--- src/rtl/apb_master_arbiter_pkg.sv ---
// Shared types for the APB3 round-robin master: FSM encoding and an index-width helper.
package apb_arb_pkg;

   // Encoding kept identical to the APB slave so waveforms line up.
   typedef enum logic [1:0] {
      IDLE   = 2'b00,
      SETUP  = 2'b01,
      ACCESS = 2'b10
   } arb_state_t;

   function automatic int clog2(input int n);
      int r;
      int v;
      r = 0;
      v = 1;
      while (v < n) begin
         v = v << 1;
         r++;
      end
      return r;
   endfunction

endpackage

--- src/rtl/apb_master_arbiter_if.sv ---
// APB3 bus between the arbitrating master and a single slave.
// Handshake: a transfer completes on the first ACCESS cycle (psel & penable) with pready=1;
// paddr/pwrite/pwdata hold from SETUP until that cycle.
interface apb_master_arbiter_if #(
   parameter int ADDR       = 5,
   parameter int DATA_WIDTH = 32
) ();
   logic                  psel;
   logic                  penable;
   logic                  pwrite;
   logic [ADDR-1:0]       paddr;
   logic [DATA_WIDTH-1:0] pwdata;
   logic                  pready;
   logic                  pslverr;
   logic [DATA_WIDTH-1:0] prdata;

   modport master (
      output psel, penable, pwrite, paddr, pwdata,
      input  pready, pslverr, prdata
   );

   modport slave (
      input  psel, penable, pwrite, paddr, pwdata,
      output pready, pslverr, prdata
   );
endinterface

--- src/rtl/apb_master_arbiter_rr_arbiter.sv ---
// Combinational round-robin picker: first unmasked request at or after ptr, wrapping.
module rr_arbiter #(
   parameter int NREQ = 4,
   parameter int IW   = 2
) (
   input  logic [NREQ-1:0] req,
   input  logic [NREQ-1:0] mask,
   input  logic [IW-1:0]   ptr,
   output logic [NREQ-1:0] grant,
   output logic            any
);

   always_comb begin
      int idx;
      grant = '0;
      any   = 1'b0;
      idx   = 0;
      for (int i = 0; i < NREQ; i++) begin
         idx = int'(ptr) + i;
         if (idx >= NREQ) idx = idx - NREQ;
         if (!any && req[idx] && !mask[idx]) begin
            grant[idx] = 1'b1;
            any        = 1'b1;
         end
      end
   end

endmodule

--- src/rtl/apb_master_arbiter.sv ---
// APB3 master shared by NREQ requesters through round-robin arbitration.
// Optional ACCESS timeout abort is enabled by defining APB_ARB_TIMEOUT_EN.
module apb_master_arbiter
   import apb_arb_pkg::*;
#(
   parameter int NREQ       = 4,
   parameter int DATA_WIDTH = 32,
   parameter int ADDR       = 5,
   parameter int TIMEOUT    = 16
) (
   input  logic                       pclk,
   input  logic                       preset,
   input  logic [NREQ-1:0]            req,
   input  logic [NREQ-1:0]            req_write,
   input  logic [NREQ*ADDR-1:0]       req_addr,
   input  logic [NREQ*DATA_WIDTH-1:0] req_wdata,
   output logic [NREQ-1:0]            gnt,
   output logic [NREQ-1:0]            done,
   output logic [DATA_WIDTH-1:0]      rdata,
   output logic                       err,
   apb_master_arbiter_if.master       apb,
   output arb_state_t                 state
);

   localparam int IW = clog2(NREQ);

   arb_state_t            state_d;
   logic [IW-1:0]         ptr_q, ptr_d, gidx_q, gidx_d, arb_ptr, win_idx;
   logic [NREQ-1:0]       gnt_q, gnt_d, done_q, done_d, win;
   logic [DATA_WIDTH-1:0] rdata_q, rdata_d, pwdata_q, pwdata_d;
   logic                  err_q, err_d, psel_q, psel_d, penable_q, penable_d;
   logic                  pwrite_q, pwrite_d, any, launch, abort;
   logic [ADDR-1:0]       paddr_q, paddr_d;

   function automatic logic [IW-1:0] next_idx(input logic [IW-1:0] i);
      if (i == IW'(NREQ - 1)) return '0;
      return i + 1'b1;
   endfunction

   // In the completing ACCESS cycle the pointer already behaves as if advanced past the
   // winner; masking the winner (and the done cycle) stops a held req being served twice.
   assign arb_ptr = (state == ACCESS) ? next_idx(gidx_q) : ptr_q;

   rr_arbiter #(.NREQ(NREQ), .IW(IW)) u_rr (
      .req   (req),
      .mask  (gnt_q | done_q),
      .ptr   (arb_ptr),
      .grant (win),
      .any   (any)
   );

   always_comb begin
      win_idx = '0;
      for (int i = 0; i < NREQ; i++)
         if (win[i]) win_idx = IW'(i);
   end

`ifdef APB_ARB_TIMEOUT_EN
   localparam int CW = clog2(TIMEOUT) + 1;
   logic [CW-1:0] tcnt_q;

   always_ff @(posedge pclk) begin
      if (preset || state != ACCESS) tcnt_q <= '0;
      else                           tcnt_q <= tcnt_q + 1'b1;
   end

   assign abort = (state == ACCESS) && !apb.pready && (tcnt_q == CW'(TIMEOUT - 1));
`else
   assign abort = 1'b0;
`endif

   always_comb begin
      state_d   = state;
      ptr_d     = ptr_q;
      gidx_d    = gidx_q;
      gnt_d     = gnt_q;
      done_d    = '0;
      rdata_d   = rdata_q;
      err_d     = err_q;
      psel_d    = psel_q;
      penable_d = penable_q;
      pwrite_d  = pwrite_q;
      paddr_d   = paddr_q;
      pwdata_d  = pwdata_q;
      launch    = 1'b0;
      unique case (state)
         IDLE:  launch = any;
         SETUP: begin
            state_d   = ACCESS;
            penable_d = 1'b1;
         end
         ACCESS: if (apb.pready || abort) begin
            done_d    = gnt_q;
            err_d     = abort ? 1'b1 : apb.pslverr;
            rdata_d   = (abort || pwrite_q) ? '0 : apb.prdata;
            ptr_d     = next_idx(gidx_q);
            state_d   = IDLE;
            psel_d    = 1'b0;
            penable_d = 1'b0;
            gnt_d     = '0;
            launch    = any && !abort;
         end
         default: state_d = IDLE;
      endcase
      if (launch) begin
         state_d   = SETUP;
         gidx_d    = win_idx;
         gnt_d     = win;
         psel_d    = 1'b1;
         penable_d = 1'b0;
         pwrite_d  = req_write[win_idx];
         paddr_d   = req_addr[int'(win_idx)*ADDR +: ADDR];
         pwdata_d  = req_wdata[int'(win_idx)*DATA_WIDTH +: DATA_WIDTH];
      end
   end

   always_ff @(posedge pclk) begin
      if (preset) begin
         state     <= IDLE;
         ptr_q     <= '0;
         gidx_q    <= '0;
         gnt_q     <= '0;
         done_q    <= '0;
         rdata_q   <= '0;
         err_q     <= 1'b0;
         psel_q    <= 1'b0;
         penable_q <= 1'b0;
         pwrite_q  <= 1'b0;
         paddr_q   <= '0;
         pwdata_q  <= '0;
      end else begin
         state     <= state_d;
         ptr_q     <= ptr_d;
         gidx_q    <= gidx_d;
         gnt_q     <= gnt_d;
         done_q    <= done_d;
         rdata_q   <= rdata_d;
         err_q     <= err_d;
         psel_q    <= psel_d;
         penable_q <= penable_d;
         pwrite_q  <= pwrite_d;
         paddr_q   <= paddr_d;
         pwdata_q  <= pwdata_d;
      end
   end

   assign gnt         = gnt_q;
   assign done        = done_q;
   assign rdata       = rdata_q;
   assign err         = err_q;
   assign apb.psel    = psel_q;
   assign apb.penable = penable_q;
   assign apb.pwrite  = pwrite_q;
   assign apb.paddr   = paddr_q;
   assign apb.pwdata  = pwdata_q;

endmodule

--- src/flat_wrapper.sv ---
// flat-port wrapper written by rule: the top's interface ports become plain ports
module apb_master_arbiter_flat import apb_arb_pkg::*;
#(
   parameter int NREQ       = 4,
   parameter int DATA_WIDTH = 32,
   parameter int ADDR       = 5,
   parameter int TIMEOUT    = 16
)
  (pclk, preset, req, req_write, req_addr, req_wdata, gnt, done, rdata, err, state, apb_psel, apb_penable, apb_pwrite, apb_paddr, apb_pwdata, apb_pready, apb_pslverr, apb_prdata);
  apb_master_arbiter_if #(.ADDR(ADDR), .DATA_WIDTH(DATA_WIDTH)) apb_i ();
  input  logic pclk;
  input  logic preset;
  input  logic [NREQ-1:0] req;
  input  logic [NREQ-1:0] req_write;
  input  logic [NREQ*ADDR-1:0] req_addr;
  input  logic [NREQ*DATA_WIDTH-1:0] req_wdata;
  output logic [NREQ-1:0] gnt;
  output logic [NREQ-1:0] done;
  output logic [DATA_WIDTH-1:0] rdata;
  output logic err;
  output arb_state_t state;
  output wire logic [$bits(apb_i.psel)-1:0] apb_psel;
  output wire logic [$bits(apb_i.penable)-1:0] apb_penable;
  output wire logic [$bits(apb_i.pwrite)-1:0] apb_pwrite;
  output wire logic [$bits(apb_i.paddr)-1:0] apb_paddr;
  output wire logic [$bits(apb_i.pwdata)-1:0] apb_pwdata;
  input wire logic [$bits(apb_i.pready)-1:0] apb_pready;
  input wire logic [$bits(apb_i.pslverr)-1:0] apb_pslverr;
  input wire logic [$bits(apb_i.prdata)-1:0] apb_prdata;
  assign apb_psel = apb_i.psel;
  assign apb_penable = apb_i.penable;
  assign apb_pwrite = apb_i.pwrite;
  assign apb_paddr = apb_i.paddr;
  assign apb_pwdata = apb_i.pwdata;
  assign apb_i.pready = apb_pready;
  assign apb_i.pslverr = apb_pslverr;
  assign apb_i.prdata = apb_prdata;
  apb_master_arbiter #(.NREQ(NREQ), .DATA_WIDTH(DATA_WIDTH), .ADDR(ADDR), .TIMEOUT(TIMEOUT)) u_core (.pclk(pclk), .preset(preset), .req(req), .req_write(req_write), .req_addr(req_addr), .req_wdata(req_wdata), .gnt(gnt), .done(done), .rdata(rdata), .err(err), .apb(apb_i), .state(state));
endmodule
--- config.mk ---
export PLATFORM = sky130hd
export DESIGN_NAME = apb_master_arbiter_flat
export DESIGN_NICKNAME = d
export VERILOG_FILES = /design/src/rtl/apb_master_arbiter_pkg.sv /design/src/rtl/apb_master_arbiter_if.sv /design/src/rtl/apb_master_arbiter_rr_arbiter.sv /design/src/rtl/apb_master_arbiter.sv /design/src/flat_wrapper.sv
export SDC_FILE = /design/constraint.sdc
export NUM_CORES = 1
export LEC_CHECK = 0
export ABC_AREA = 1
export CAP_MARGIN = 20
export CORE_ASPECT_RATIO = 0.6
export CORE_MARGIN = 2
export CORE_UTILIZATION = 37
export DETAILED_ROUTE_END_ITERATION = 8
export PLACE_DENSITY = 0.78
export SYNTH_ARGS = -nofsm -noshare
export SYNTH_HDL_FRONTEND = slang
export SYNTH_SLANG_ARGS = --single-unit
--- constraint.sdc ---
create_clock -name pclk -period 2.2 [get_ports pclk]
set_input_delay 0.44 -clock pclk [delete_from_list [all_inputs] [get_ports pclk]]
set_output_delay 0.44 -clock pclk [all_outputs]
set_load 0.02 [all_outputs]
==> metrics, run 1 <==
DR vias=7,149; failing checks=negative setup slack; Initial Utilization=between 30% and 40%; fin nets=1,502; final-report setup violation count=42; root buffer cell=clkbuf_16; Fmax=~380 MHz; WL/cell=about 15 µm; worst hold path depth=2; CP max stage delay=0.34 ns; status=complete, but fails checks; Core Area=roughly 15,000 µm²; GR met1 Demand/Resource=37.5%; insertion delay to the later sink of the worst-skew pair=0.34 ns; Pre-Repair DR Iteration Count=5; vias in the first global route=6,739; post-place instance area=8870 µm²; total track usage=27.3%; row count=34; die span in x=approximately 160 µm; height of the die=98.4 µm; max cap viols=0; Main synth FF type=dfxtp_1; first-pass GRT wire length=between 30 and 40 mm; critical path's slowest cell=dfxtp_2; min Tclk post-route=2.66 ns; P&R area growth vs syn=83.9%; Syn Inst Count=979; yosys warns=0; CP top delay family=simple AND/OR/NAND/NOR gates; GP Congestion=0.942; Worst Hold Class=flop to flop; Bufs and invs on worst path=6; synth unique cells=26; Die ar.=15,900 µm²; Reg clk slew, reported paths=0.07 ns; reg2reg start=u_core.gidx_q[0]; worst hold margin=approximately 0.45 ns; Setup crit start kind=flop; FF-to-FF setup slack=-0.46 ns; Non-Filler Instances=1,504; Ports=approximately 280; Antenna diodes=0; share of layout cells above drive strength 1=15.5%; fillers=around 1,200; GR met2 Demand/Resource=43.2%; reg2reg path depth=23; Post-route DRC=0; Post-synth top cells=nand2_1, inv_1, nor2_1; Post-Syn Area per Cell=roughly 5.6 µm²; Max VDD drop=891 µV; flops & latches, synth=87; RR Endpoint=u_core.apb.pwdata[12]; count leader, synth=nand2_1; Inserted Clock Buffers=9; Slew Limit Headroom=between 70 and 80%; crit-path cells=ha_4 > nor2_4 > nand2_4 > nand2_4 > inv_4 > ha_4 > inv_4 > nand2_4 > nand2_4 > buf_6 > nand4_1 > nand2_2 > nor2_4 > nand2_2 > buf_6 > nand2_8 > buf_6 > buf_16 > nand2_2 > nand2_1 > nand2_1 > nand2_1 > nand2_1; grt peak-use layer=met2; Synth Area in Compound Gates=4.82%; worst slack, placed=-0.444 ns; Hold Crit Start=u_core.apb.pwdata[31]; Final Util=69.7%; number of synthesized flops with an enable pin=0; initial DRC count=532; RSZ-0062 raised after global routing=true; Slew Limit Fails=0; Max clock buf depth=2; Finished Cell Area=10,100 µm²; Synth Area in Simple Gates=44.7%; crit share post-route=121%; crit path max fanout=7; sequential-to-total area share from yosys stat=about a third; area share of the leading cell type in the synthesized netlist=31.7%; CTS tree=done; Critical Path End Type=flop; Synth Area in XOR/XNOR=0%; CTS H-tree lvls=3; largest net degree at the start of global routing=37; synthesized-area fraction occupied by adder cells=around 2.0%; post-synth top area cell=dfxtp_1; Setup WS post-layout=-0.460 ns; met3 Usage GRT=roughly 6.6%; Worst Path Arrival=2.89 ns; Leak=5.20 nW; Total Routed Length=23.0 mm; dpl hpwl=15.4 mm; mux contribution to synthesized area=0%; initial antenna violation count=0; vias per std cell=4.75; Post-Synthesis Net Count=1,180; Mapped Area=5500 µm²; Async SR Flop Fraction=0%; critical path data required time=2.43 ns; IO buf count=274; power density over cell area=between 1000 and 1500 nW/µm²; combinational family with the most area after synthesis=simple AND/OR/NAND/NOR gates; clock sinks=87; Placed Cells=~1,500; Setup CP Type=flop to flop; final hold vios=0; worst slew pin tran=0.366 ns; Post-DRT Antenna Nets=0; GRT overflow=0; Setup Skew=between 0.009 and 0.01 ns; synth top area cells=dfxtp_1, nand2_1, inv_1, nand3_1, nor2_1; WHS Endpoint=u_core.apb.pwdata[31]
-- worst max path at each step --
stage / start / cells past startpoint / to / slack (ns)
finish: u_core.gidx_q[0] / 23 / u_core.apb.pwdata[12] / -0.46
global route: u_core.gidx_q[0] / 23 / u_core.apb.pwdata[12] / -0.60
CTS: u_core.gidx_q[0] / 23 / u_core.apb.pwdata[24] / -0.31
detailed placement: req[0] / 18 / u_core.apb.pwdata[11] / -0.44
global placement: req[0] / 17 / u_core.apb.paddr[4] / -0.36
floorplan: u_core.gidx_q[0] / 21 / u_core.apb.pwdata[11] / -0.10
-- per-layer routing --
metal	share of wire, %	up-vias
met3	8.9	39
met4	1.9	0
met1	46	3246
met2	43	312
met5	0	-
li1	-	3552
-- sequential cells by signal, indices dropped and copies added, names as in the netlist --
| signal | flops |
|---|---|
| u_core.apb.penable | 1 |
| u_core.rdata | 32 |
| u_core.state | 2 |
| u_core.apb.pwrite | 1 |
| u_core.apb.pwdata | 32 |
| u_core.done | 4 |
| u_core.apb.psel | 1 |
| u_core.gidx_q | 2 |
| u_core.apb.paddr | 5 |
| u_core.err | 1 |
| u_core.ptr_q | 2 |
| u_core.gnt | 4 |
-- cell type report --
class	instances	area (µm²)	share of cell area, %
multi-input cells	667	3240	32.1
inverters	175	662	6.55
repair buffers	361	3890	38.5
clock inverters	6	75.1	0.743
clock buffers	10	239	2.36
flip-flops and latches	87	1750	17.3
well taps	198	248	2.45
-- per-stage QoR --
| step | total power [W] | TNS [ns] |
|---|---|---|
| after floorplan | 0.00687 | -2.26 |
| after global placement | 0.00935 | -14.03 |
| after detailed placement | 0.00948 | -16.79 |
| after CTS | 0.0129 | -11.41 |
| after global routing | 0.0149 | -20.74 |
| final | 0.0139 | -14.03 |
-- logic make-up (layout without fill, tap and decap cells) --
| kind of cell | count (synthesis) | in the layout |
|---|---|---|
| compound gates | 48 | 48 |
| fa+ha+maj | 9 | 9 |
| buf+inv | 225 | 552 |
| flops | 87 | 87 |
| simple gates | 610 | 610 |
-- worst register-to-register path: cells and delay by family, from the launching register on --
kind | cells | cell delay, ns
AND/OR/NAND/NOR | 15 | 1.15
adder cells (fa/ha/maj) | 2 | 0.45
buffers and inverters | 6 | 0.61
flip-flops | 1 | 0.34
-- placed cells by master (no fill, tap or decap), types with 2 or more instances in the layout --
cell type and n:
nand2_1 357, clkdlybuf4s50_1 274, inv_1 164, nor2_1 87
dfxtp_1 83, nand3_1 76, buf_4 45, nand2_2 41
o21ai_0 37, nand2_4 22, buf_12 20, clkbuf_16 13
buf_6 11, nand3_2 10, inv_2 9, nand4_1 9
ha_1 7, nor2_4 5, buf_16 5, a21oi_1 3
inv_4 2, o21ai_4 2, nand2_8 2, a32o_1 2
ha_4 2, inv_6 2, dfxtp_2 2, dfxtp_4 2
-- where the power goes --
| group | internal [W] | total (W) | switching, W |
|---|---|---|---|
| sequential | 0.00191 | 0.00211 | 0.000205 |
| clock | 0.000931 | 0.00163 | 0.000699 |
| combinational | 0.00469 | 0.0102 | 0.00548 |
| total | 0.00752 | 0.0139 | 0.00638 |
-- repair_timing --
| item | CTS | global route |
|---|---|---|
| setup endpoints to repair | 41 | 45 |
| hold buffers | 0 | 0 |
| pin swaps | 15 | 24 |
| cloned | 8 | 4 |
| resized for setup | 53 | 79 |
| buffers inserted | 12 | 11 |
(Power assumes the default switching activity.)
==> run 2, diff against run 1 <==
--- a/config.mk
+++ b/config.mk
@@ -12,6 +12,7 @@
 export CORE_UTILIZATION = 37
 export DETAILED_ROUTE_END_ITERATION = 8
 export PLACE_DENSITY = 0.78
+export RECOVER_POWER = 50
 export SYNTH_ARGS = -nofsm -noshare
 export SYNTH_HDL_FRONTEND = slang
 export SYNTH_SLANG_ARGS = --single-unit
==> metrics, run 2 (synthesis gave the netlist of run 1 again) <==
vias per std cell=4.76 (+0.14%); Inserted Clock Buffers=9 (unchanged); dpl hpwl=15.4 mm (unchanged); CTS H-tree lvls=3 (unchanged); Final Util=69.6% (-0.13 points); Fmax=375 MHz (-0.16%); Max VDD drop=897 µV (+0.67%); crit share post-route=121% (+0.19 points); share of layout cells above drive strength 1=15.5% (-0.077 points); first-pass GRT wire length=34.5 mm (unchanged); Die ar.=15,900 µm² (unchanged); CP max stage delay=0.34 ns (about the same); Switching Fraction=46.1% (+0.18 points); Setup crit start kind=flop; worst slew pin tran=0.885 ns (+0.519 ns); insertion delay to the later sink of the worst-skew pair=0.34 ns (about the same); die span in x=161 µm (unchanged); multi-input logic area=3240 µm² (unchanged); FF-to-FF setup slack=-0.46 ns (about the same); Worst Hold Class=flop to flop; initial DRC count=530 (-0.38%); Ports=275 (unchanged); CTS tree=done; crit path max fanout=7 (unchanged); power density over cell area=1370 nW/µm² (-0.10%); Core Area=14,500 µm² (unchanged); Pint=0.00748 W (-0.61%); Critical Path End Type=flop; GP Congestion=0.942 (unchanged); IO buf count=274 (unchanged); largest net degree at the start of global routing=37 (unchanged); critical path's slowest cell=dfxtp_2; GRT overflow=0 (unchanged); P&R area growth vs syn=83.5%; Setup Skew=0.00887 ns (-0.000783 ns); min Tclk post-route=2.66 ns (+0.00426 ns); Sequential Area=1750 µm² (unchanged); fillers=1,204 (+0.33%); Setup CP Type=flop to flop; Initial Utilization=37.9% (unchanged); status=complete, but fails checks; Setup WS post-layout=-0.465 ns (-0.00426 ns); clock sinks=87 (unchanged); vias in the first global route=6,739 (unchanged); total track usage=27.3% (unchanged); worst slack, placed=-0.444 ns (unchanged); Clk pwr share=11.7% (about the same); Leak=5.32 nW (+2.4%); Slew Limit Fails=0 (unchanged); sequential power share=15.2% (about the same); Slew Limit Headroom=41.0% (-35 points); height of the die=98.4 µm (unchanged); Post-route DRC=0 (unchanged); critical path data required time=2.43 ns (about the same); failing checks=negative setup slack; combinational share of power=73.1% (about the same); fin nets=1,502 (unchanged); crit-path cells=ha_4 > nor2_4 > nand2_4 > nand2_4 > inv_4 > ha_4 > inv_4 > nand2_4 > nand2_4 > buf_6 > nand4_1 > nand2_2 > nor2_4 > nand2_2 > buf_6 > nand2_8 > buf_6 > buf_16 > nand2_2 > nand2_1 > nand2_1 > nand2_1 > nand2_1; Post-DRT Antenna Nets=0 (unchanged); commonest non-fill, non-tap cell in the layout=nand2_1; final hold vios=0 (unchanged); final-report setup violation count=42 (unchanged); RSZ-0062 raised after global routing=true; most frequent cells in the layout=nand2_1, clkdlybuf4s50_1, inv_1; root buffer cell=clkbuf_16; Pre-Repair DR Iteration Count=5 (unchanged); DR vias=7,159 (+0.14%); Max clock buf depth=2 (unchanged); WL/cell=15.4 µm (+0.19%); initial antenna violation count=0 (unchanged); row count=34 (unchanged); Worst Path Arrival=2.90 ns (about the same); max cap viols=0 (unchanged); Antenna diodes=0 (unchanged); Total Routed Length=23.1 mm (+0.19%); Sw Pwr=0.00639 W (about the same); Reg clk slew, reported paths=0.07 ns (about the same)
[run 2: changes by cell type in the layout (fill, tap and decap cells not counted), sizes merged]
cell           previous run  this run
buf                      82        80
clkdlybuf4s50           274       229
clkbuf                   14        16
dlygate4sd3               0        45
[run 2: metrics by stage]
step	total power [W]	setup TNS, ns	cells	cell area [µm²]	hold WS, ns
after floorplan	0.00687	-2.26	979	5560	0.429
after global placement	0.00935	-14.03	1456	8870	0.438
after detailed placement	0.00948	-16.79	1456	8870	0.440
after CTS	0.0129	-11.41	1492	9700	0.454
after global routing	0.0148	-21.74	1504	10100	0.471
final	0.0139	-14.07	1504	10100	0.447
[run 2: routing by layer]
layer  track usage [%]  wire length (µm)  vias to the layer above
met5                 0                 0                        -
met4              6.73               461                        0
met3              6.61              2160                       41
met2              43.2             10000                      341
met1              37.5             10500                     3228
li1                  -                 -                     3549
[run 2: timing repair]
item / 4_1_cts / 5_1_grt
setup endpoints to repair: 41 / 45
resized for setup: 53 / 79
hold buffers: 0 / 0
buffers inserted: 12 / 11
gates cloned: 8 / 4
pin swaps: 15 / 24
[run 2: cell type report]
| type | count | area share (%) |
|---|---|---|
| timing repair buffer | 361 | 38.4 |
| inverter | 175 | 6.56 |
| multi-input combinational | 667 | 32.1 |
| clock buffer | 10 | 2.37 |
| sequential | 87 | 17.4 |
| tap | 198 | 2.46 |
| clock inverter | 6 | 0.744 |
[run 2: worst paths after layout]
kind                               from               endpoint  cells past startpoint
setup / recovery       u_core.gidx_q[0]  u_core.apb.pwdata[12]                     23
hold / removal    u_core.apb.pwdata[31]  u_core.apb.pwdata[31]                      2
setup reg to reg       u_core.gidx_q[0]  u_core.apb.pwdata[12]                     23
hold reg to reg   u_core.apb.pwdata[31]  u_core.apb.pwdata[31]                      2
[run 2: power groups by stage]
stage | combinational (W) | sequential (W) | clock, W
2_1_floorplan | 0.00442 | 0.00245 | 0
3_3_place_gp | 0.00722 | 0.00213 | 0
3_5_place_dp | 0.00735 | 0.00213 | 0
4_1_cts | 0.00915 | 0.00211 | 0.00166
5_1_grt | 0.0110 | 0.00214 | 0.00171
6_report | 0.0101 | 0.00211 | 0.00162
[run 2: worst max-delay path: cells and delay by family (launching register included)]
family,cells,cell delay (ns)
flip-flops,1,0.34
AND/OR/NAND/NOR,15,1.14
adder cells (fa/ha/maj),2,0.45
buffers and inverters,6,0.61
